[config.mk]
export PLATFORM = sky130hd
export DESIGN_NAME = ps2_host_tx
export DESIGN_NICKNAME = d
export VERILOG_FILES = /design/src/rtl/ps2_pkg.sv /design/src/rtl/ps2_sync_edge.sv /design/src/rtl/ps2_host_tx.sv
export SDC_FILE = /design/constraint.sdc
export NUM_CORES = 1
export LEC_CHECK = 0
export ABC_AREA = 1
export CORE_MARGIN = 2
export CORE_UTILIZATION = 54
export DETAILED_ROUTE_END_ITERATION = 10
export PLACE_DENSITY_LB_ADDON = 0.25
export SLEW_MARGIN = 20
export SYNTH_ARGS = -nofsm -noshare
export SYNTH_HDL_FRONTEND = slang
export SYNTH_SLANG_ARGS = --single-unit
[constraint.sdc]
create_clock -name clock -period 1.7 [get_ports clock]
set_input_delay 0.34 -clock clock [delete_from_list [all_inputs] [get_ports clock]]
set_output_delay 0.34 -clock clock [all_outputs]
set_load 0.01 [all_outputs]
[src/rtl/ps2_pkg.sv]
// Shared PS/2 types, command bytes and default timing for the host transmit
// and keyboard receive paths.
package ps2_pkg;

  // Host transmitter state machine encoding
  typedef enum logic [2:0] {
    IDLE,
    INHIBIT,
    START,
    TX,
    WAIT_ACK,
    DONE,
    ERROR
  } ps2_state_t;

  // Keyboard command / response bytes
  localparam logic [7:0] PS2_CMD_SET_LEDS = 8'hED;
  localparam logic [7:0] PS2_CMD_RESET    = 8'hFF;
  localparam logic [7:0] PS2_CMD_ENABLE   = 8'hF4;
  localparam logic [7:0] PS2_ACK          = 8'hFA;

  // Default timing at 50 MHz: 120 us inhibit, 15 ms inter-edge timeout
  localparam int PS2_INHIBIT_CYCLES = 6000;
  localparam int PS2_TIMEOUT_CYCLES = 750000;
  localparam int PS2_SYNC_STAGES    = 2;

  // Bits shifted out after the start bit, LSB first: data, odd parity, stop
  function automatic logic [9:0] ps2_frame(input logic [7:0] b);
    return {1'b1, ~^b, b};
  endfunction

endpackage

[src/rtl/ps2_sync_edge.sv]
// Two-line synchroniser for raw PS2_CLK / PS2_DAT with a falling-edge
// detector on the clock line. Shared by the host transmit and keyboard
// receive paths.
module ps2_sync_edge #(
  parameter int SYNC_STAGES = 2
) (
  input  logic clock,
  input  logic reset,
  input  logic clk_in,
  input  logic dat_in,
  output logic clk_sync,
  output logic dat_sync,
  output logic fall
);

  logic [SYNC_STAGES-1:0] clk_pipe;
  logic [SYNC_STAGES-1:0] dat_pipe;
  logic                   clk_prev;

  // Shift raw levels through the synchroniser chain; idle bus level is high,
  // so reset to 1 to avoid a phantom edge coming out of reset.
  always_ff @(posedge clock) begin
    if (reset) begin
      clk_pipe <= '1;
      dat_pipe <= '1;
      clk_prev <= 1'b1;
    end else begin
      clk_pipe <= (clk_pipe << 1) | SYNC_STAGES'(clk_in);
      dat_pipe <= (dat_pipe << 1) | SYNC_STAGES'(dat_in);
      clk_prev <= clk_pipe[SYNC_STAGES-1];
    end
  end

  assign clk_sync = clk_pipe[SYNC_STAGES-1];
  assign dat_sync = dat_pipe[SYNC_STAGES-1];
  assign fall     = clk_prev & ~clk_sync;

endmodule

[src/rtl/ps2_host_tx.sv]
// PS/2 host-to-device transmitter: inhibits the bus, issues a start bit, then
// shifts one command byte out on device-generated clock edges and checks the
// device's acknowledge. Both lines are open-drain drive-low enables.
module ps2_host_tx
  import ps2_pkg::*;
#(
  parameter int INHIBIT_CYCLES = PS2_INHIBIT_CYCLES,
  parameter int TIMEOUT_CYCLES = PS2_TIMEOUT_CYCLES,
  parameter int SYNC_STAGES    = PS2_SYNC_STAGES
) (
  input  logic       clock,
  input  logic       reset,
  input  logic       send,
  input  logic [7:0] cmd_byte,
  input  logic       ps2_clk_in,
  input  logic       ps2_dat_in,
  output logic       clk_drive_low,
  output logic       dat_drive_low,
  output logic       busy,
  output logic       done,
  output logic       error
);

  localparam int INH_W = $clog2(INHIBIT_CYCLES + 1);
  localparam int TO_W  = $clog2(TIMEOUT_CYCLES + 1);

  ps2_state_t       state_q, state_d;
  logic [9:0]       shreg_q, shreg_d;
  logic [3:0]       edge_cnt_q, edge_cnt_d;
  logic [INH_W-1:0] inh_cnt_q, inh_cnt_d;
  logic [TO_W-1:0]  to_cnt_q, to_cnt_d;
  logic             dat_low_q, dat_low_d;

  logic             dat_sync;
  logic             fall;
  logic             unused_clk_sync;

  ps2_sync_edge #(
    .SYNC_STAGES (SYNC_STAGES)
  ) u_sync (
    .clock    (clock),
    .reset    (reset),
    .clk_in   (ps2_clk_in),
    .dat_in   (ps2_dat_in),
    .clk_sync (unused_clk_sync),
    .dat_sync (dat_sync),
    .fall     (fall)
  );

  // State, shift register, counters and the registered data drive
  always_ff @(posedge clock) begin
    if (reset) begin
      state_q    <= IDLE;
      shreg_q    <= '0;
      edge_cnt_q <= '0;
      inh_cnt_q  <= '0;
      to_cnt_q   <= '0;
      dat_low_q  <= 1'b0;
    end else begin
      state_q    <= state_d;
      shreg_q    <= shreg_d;
      edge_cnt_q <= edge_cnt_d;
      inh_cnt_q  <= inh_cnt_d;
      to_cnt_q   <= to_cnt_d;
      dat_low_q  <= dat_low_d;
    end
  end

  // Next-state and Moore outputs; device edges only count in TX / WAIT_ACK
  always_comb begin
    state_d       = state_q;
    shreg_d       = shreg_q;
    edge_cnt_d    = edge_cnt_q;
    inh_cnt_d     = inh_cnt_q;
    to_cnt_d      = to_cnt_q;
    dat_low_d     = dat_low_q;
    clk_drive_low = 1'b0;
    dat_drive_low = 1'b0;
    busy          = 1'b1;
    done          = 1'b0;
    error         = 1'b0;

    case (state_q)
      IDLE: begin
        busy      = 1'b0;
        dat_low_d = 1'b0;
        if (send) begin
          state_d    = INHIBIT;
          shreg_d    = ps2_frame(cmd_byte);
          edge_cnt_d = '0;
          inh_cnt_d  = '0;
        end
      end

      INHIBIT: begin
        clk_drive_low = 1'b1;
        if (inh_cnt_q == INH_W'(INHIBIT_CYCLES - 1)) state_d = START;
        else                                         inh_cnt_d = inh_cnt_q + INH_W'(1);
      end

      START: begin
        // Data low while clock is still held: the start bit. Clock is
        // released next cycle and the device starts clocking.
        clk_drive_low = 1'b1;
        dat_drive_low = 1'b1;
        dat_low_d     = 1'b1;
        to_cnt_d      = '0;
        state_d       = TX;
      end

      TX: begin
        dat_drive_low = dat_low_q;
        if (fall) begin
          // Edges 1..10 present D0..D7, parity, stop (stop releases the line)
          to_cnt_d   = '0;
          dat_low_d  = ~shreg_q[0];
          shreg_d    = {1'b0, shreg_q[9:1]};
          edge_cnt_d = edge_cnt_q + 4'd1;
          if (edge_cnt_q == 4'd9) state_d = WAIT_ACK;
        end else begin
          to_cnt_d = to_cnt_q + TO_W'(1);
          if (to_cnt_d == TO_W'(TIMEOUT_CYCLES)) state_d = ERROR;
        end
      end

      WAIT_ACK: begin
        if (fall) begin
          // Edge 11: device pulls data low to acknowledge
          to_cnt_d   = '0;
          edge_cnt_d = edge_cnt_q + 4'd1;
          state_d    = dat_sync ? ERROR : DONE;
        end else begin
          to_cnt_d = to_cnt_q + TO_W'(1);
          if (to_cnt_d == TO_W'(TIMEOUT_CYCLES)) state_d = ERROR;
        end
      end

      DONE: begin
        done    = 1'b1;
        state_d = IDLE;
      end

      ERROR: begin
        error   = 1'b1;
        state_d = IDLE;
      end

      default: state_d = IDLE;
    endcase
  end

endmodule

==> out/results.md <==
## Run status
• finished, violations left — outcome
• negative setup slack — violated checks

## Synth
• 35 — number of distinct library cells after synthesis
• dfxtp_1 34%, nand2_1 19%, nor2_1 6.2% — largest cells by area after synthesis
• 34.2% — top cell type's share of synthesized area
• 523 — total nets after synthesis
• 34.2% — sequential-to-total area share from yosys stat
• 56 — flip-flop and latch count after synthesis
• 6.47 um^2 — Syn Area/Cell
• 506 — gate count of the mapped netlist
• dfxtp_1 — area leader, netlist
• 3280 um^2 — cell area after technology mapping
• 0 — Synth Warn #

## GRT
• 3510 — number of global-route vias before repair
• 0 — antenna violations before repair
• 15.0 mm — first-pass GRT wire length
• 0 — Remaining Overflow, GRT
• 28.5% — total global routing track utilization
• 20 — pin count of the biggest net entering global routing

## Power and ir drop
• 0.000698 V — maximum VDD drop
• 1.92 nW — leakage dissipation
• 938 nW/um^2 — PD cells

## Clocking
• 0 — # hold bufs at CTS
• 56 — Num Clock Sinks
• 5 — TritonCTS Buffers
• 2 — H-tree lvl count
• 0.11 ns — clock slew at reported path FFs
• 2 — CTS Buffer Depth
• clkbuf_8 — Root Driver
• done — CTS tree
• 0.32 ns — Clk Latency, worst-skew pair

## Placement
• 6.35 mm — DP HPWL
• 4130 um^2 — Placed Instance Area
• 17 — quantity of I/O buffers inserted on ports
• 0.968 — routability congestion estimate

## Detailed routing
• 5 — 1st-pass router iterations
• 0 — Post-DRT Antenna Nets
• 5.55 — via density per instance
• 0 — residual DRC count
• 15.3 um — routed len/inst
• 273 — DR iter-0 viols
• 10.6 mm — Total Wirelength
• 3865 — routed vias

## Worst setup path
• register — kind of start point of the critical path
• reg -> reg — critical path class
• 6 — largest fanout of any net on the critical path
• 2.25 ns — data arrival time of the critical path
• 1.96 ns — Critical Path RT
• register — Setup crit end kind

## STA
• 0.0123 ns — maximum clock skew at final layout
• 79.0% — Slew headroom
• 19 — setup violators final
• -0.288 ns — smallest setup slack after layout
• 0 — max-slew violation count
• 503 MHz — maximum clock frequency
• 1.99 ns — post-layout minimum cycle time
• 117% — fin crit share
• 0 — Final Hold Viols
• -2.01 ns — setup TNS
• yes — RSZ-0062 raised after global routing
• 0.313 ns — slew of the pin with the lowest slew margin

## Floorplan
• 55.7% — Initial Utilization
• 18 — number of top-level design ports
• 28 — std cell rows
• 81.9 um — vertical die dimension
• 81.9 um — floorplan die width
• 6710 um^2 — area of the die
• 5890 um^2 — Core Area

## Cells and area
• 2140 um^2 — multi-input combinational cell area
• 4660 um^2 — total non-filler cell area in the finished layout
• 0 — total inserted antenna cells
• 42.3% — synthesis-to-layout area growth
• 381 — number of fill cells
• 1150 um^2 — Register Area
• 638 — number of nets in the final layout
• 156 x nand2_1, 96 x buf_4, 45 x inv_1 — top library cells by usage in the layout, fill and taps aside
• 33.8% — share of post-route cells with drive strength above 1
• nand2_1 — most common cell after layout, fill and taps aside

## Min path
• reg -> reg — class of the most critical hold timing path

## Job
• 0 — # Max-Cap Violations

-- flip-flops by register name (all words and copies together) (netlist names) --
signal	count
edge_cnt_q	4
u_sync.dat_pipe	2
to_cnt_q	20
state_q	3
u_sync.clk_pipe	2
shreg_q	10
dat_low_q	1
inh_cnt_q	13
u_sync.clk_prev	1
-- cells by family (layout without fill, tap and decap cells) --
kind of cell             Yosys count  in the layout  synth area share, %
XOR/XNOR                          11             11                 2.94
AO/OA/AOI/OAI                     81             81                 14.2
AND/OR/NAND/NOR                  286            286                 38.8
adder cells (fa/ha/maj)            4              4                 1.53
buffers and inverters             68            184                 8.29
flip-flops                        56             56                 34.2
-- per-stage QoR --
step / hold WS (ns) / setup WS, ns / power, mW / utilization [%] / instances
after detailed placement: 0.395 / -0.310 / 3.12 / 70.2 / 669
after global placement: 0.392 / -0.241 / 3.08 / 70.2 / 669
after floorplan: 0.389 / -0.0138 / 2.44 / - / 506
final: 0.426 / -0.288 / 4.37 / 79.2 / 697
after global routing: 0.454 / -0.457 / 4.54 / 79.2 / 697
after CTS: 0.422 / -0.188 / 4.03 / 76.0 / 691
-- final timing paths --
check	depth (start not counted)	end	slack, ns	from
setup reg to reg	17	state_q[1]	-0.29	to_cnt_q[1]
setup / recovery	17	state_q[1]	-0.29	to_cnt_q[1]
hold reg to reg	1	u_sync.clk_pipe[1]	0.43	u_sync.clk_pipe[0]
hold / removal	1	u_sync.clk_pipe[1]	0.43	u_sync.clk_pipe[0]
-- report_power, final --
| part | switching, mW | total, mW | internal [mW] |
|---|---|---|---|
| logic | 1.07 | 1.94 | 0.873 |
| registers | 0.151 | 1.64 | 1.49 |
| clock network | 0.491 | 0.789 | 0.298 |
| total | 1.71 | 4.37 | 2.66 |
-- synth_stat cells --
cell	number
buf_4	2
nand4_1	10
inv_2	5
o21ai_1	3
inv_1	52
nand3b_1	1
o21ai_0	21
ha_1	4
a21oi_4	2
nand3_1	27
nand3_2	1
buf_1	1
nand2_1	165
nor3_1	6
nor4_4	1
a211oi_1	4
a21oi_1	37
nor2_1	54
dfxtp_1	56
nor2_2	3
nor2_4	7
a31oi_1	9
a21oi_2	1
a21o_1	1
buf_2	1
clkbuf_1	6
xor2_1	5
o41ai_1	1
nand2_2	4
xnor2_1	6
nand3_4	1
buf_6	1
or2_2	5
nor4_2	1
o21bai_1	2
-- routing by layer --
| layer | vias up | wire length [um] | part of all wire, % | GRT usage [%] |
|---|---|---|---|---|
| li1 | 1859 | - | - | - |
| met1 | 1787 | 4210 | 40 | 31.7 |
| met2 | 166 | 5350 | 50 | 52.5 |
| met3 | 53 | 589 | 5.5 | 3.30 |
| met4 | 0 | 485 | 4.6 | 15.0 |
| met5 | - | 0 | 0 | 0 |
-- layout make-up --
type                            instances  share of cell area [%]
Multi-Input combinational cell        382                    46.0
Sequential cell                        56                    24.6
Timing Repair Buffer                  119                    20.6
Inverter                               57                    4.81
Tap cell                               75                    2.01
Clock buffer                            5                    1.48
Clock inverter                          3                   0.483
-- critical path: stages (launching register included) --
cell	delay [ns]
dfxtp_4	0.38
ha_4	0.16
nand2_4	0.06
nor2_4	0.18
nand2_2	0.10
nor2_4	0.13
nand2_1	0.07
nand2_1	0.07
nand2_1	0.05
nor2_1	0.11
nand2_1	0.08
nor2_2	0.08
nand2_1	0.07
nand3_1	0.07
nand2_1	0.05
nand2_1	0.08
nand2_1	0.08
a21oi_2	0.11
-- timing repair --
item | in CTS | in global routing
resized for setup | 60 | 51
buffers inserted | 14 | 6
setup endpoints to repair | 40 | 31
pin swaps | 17 | 21
hold endpoints to repair | 0 | 0
(Power assumes the default switching activity.)
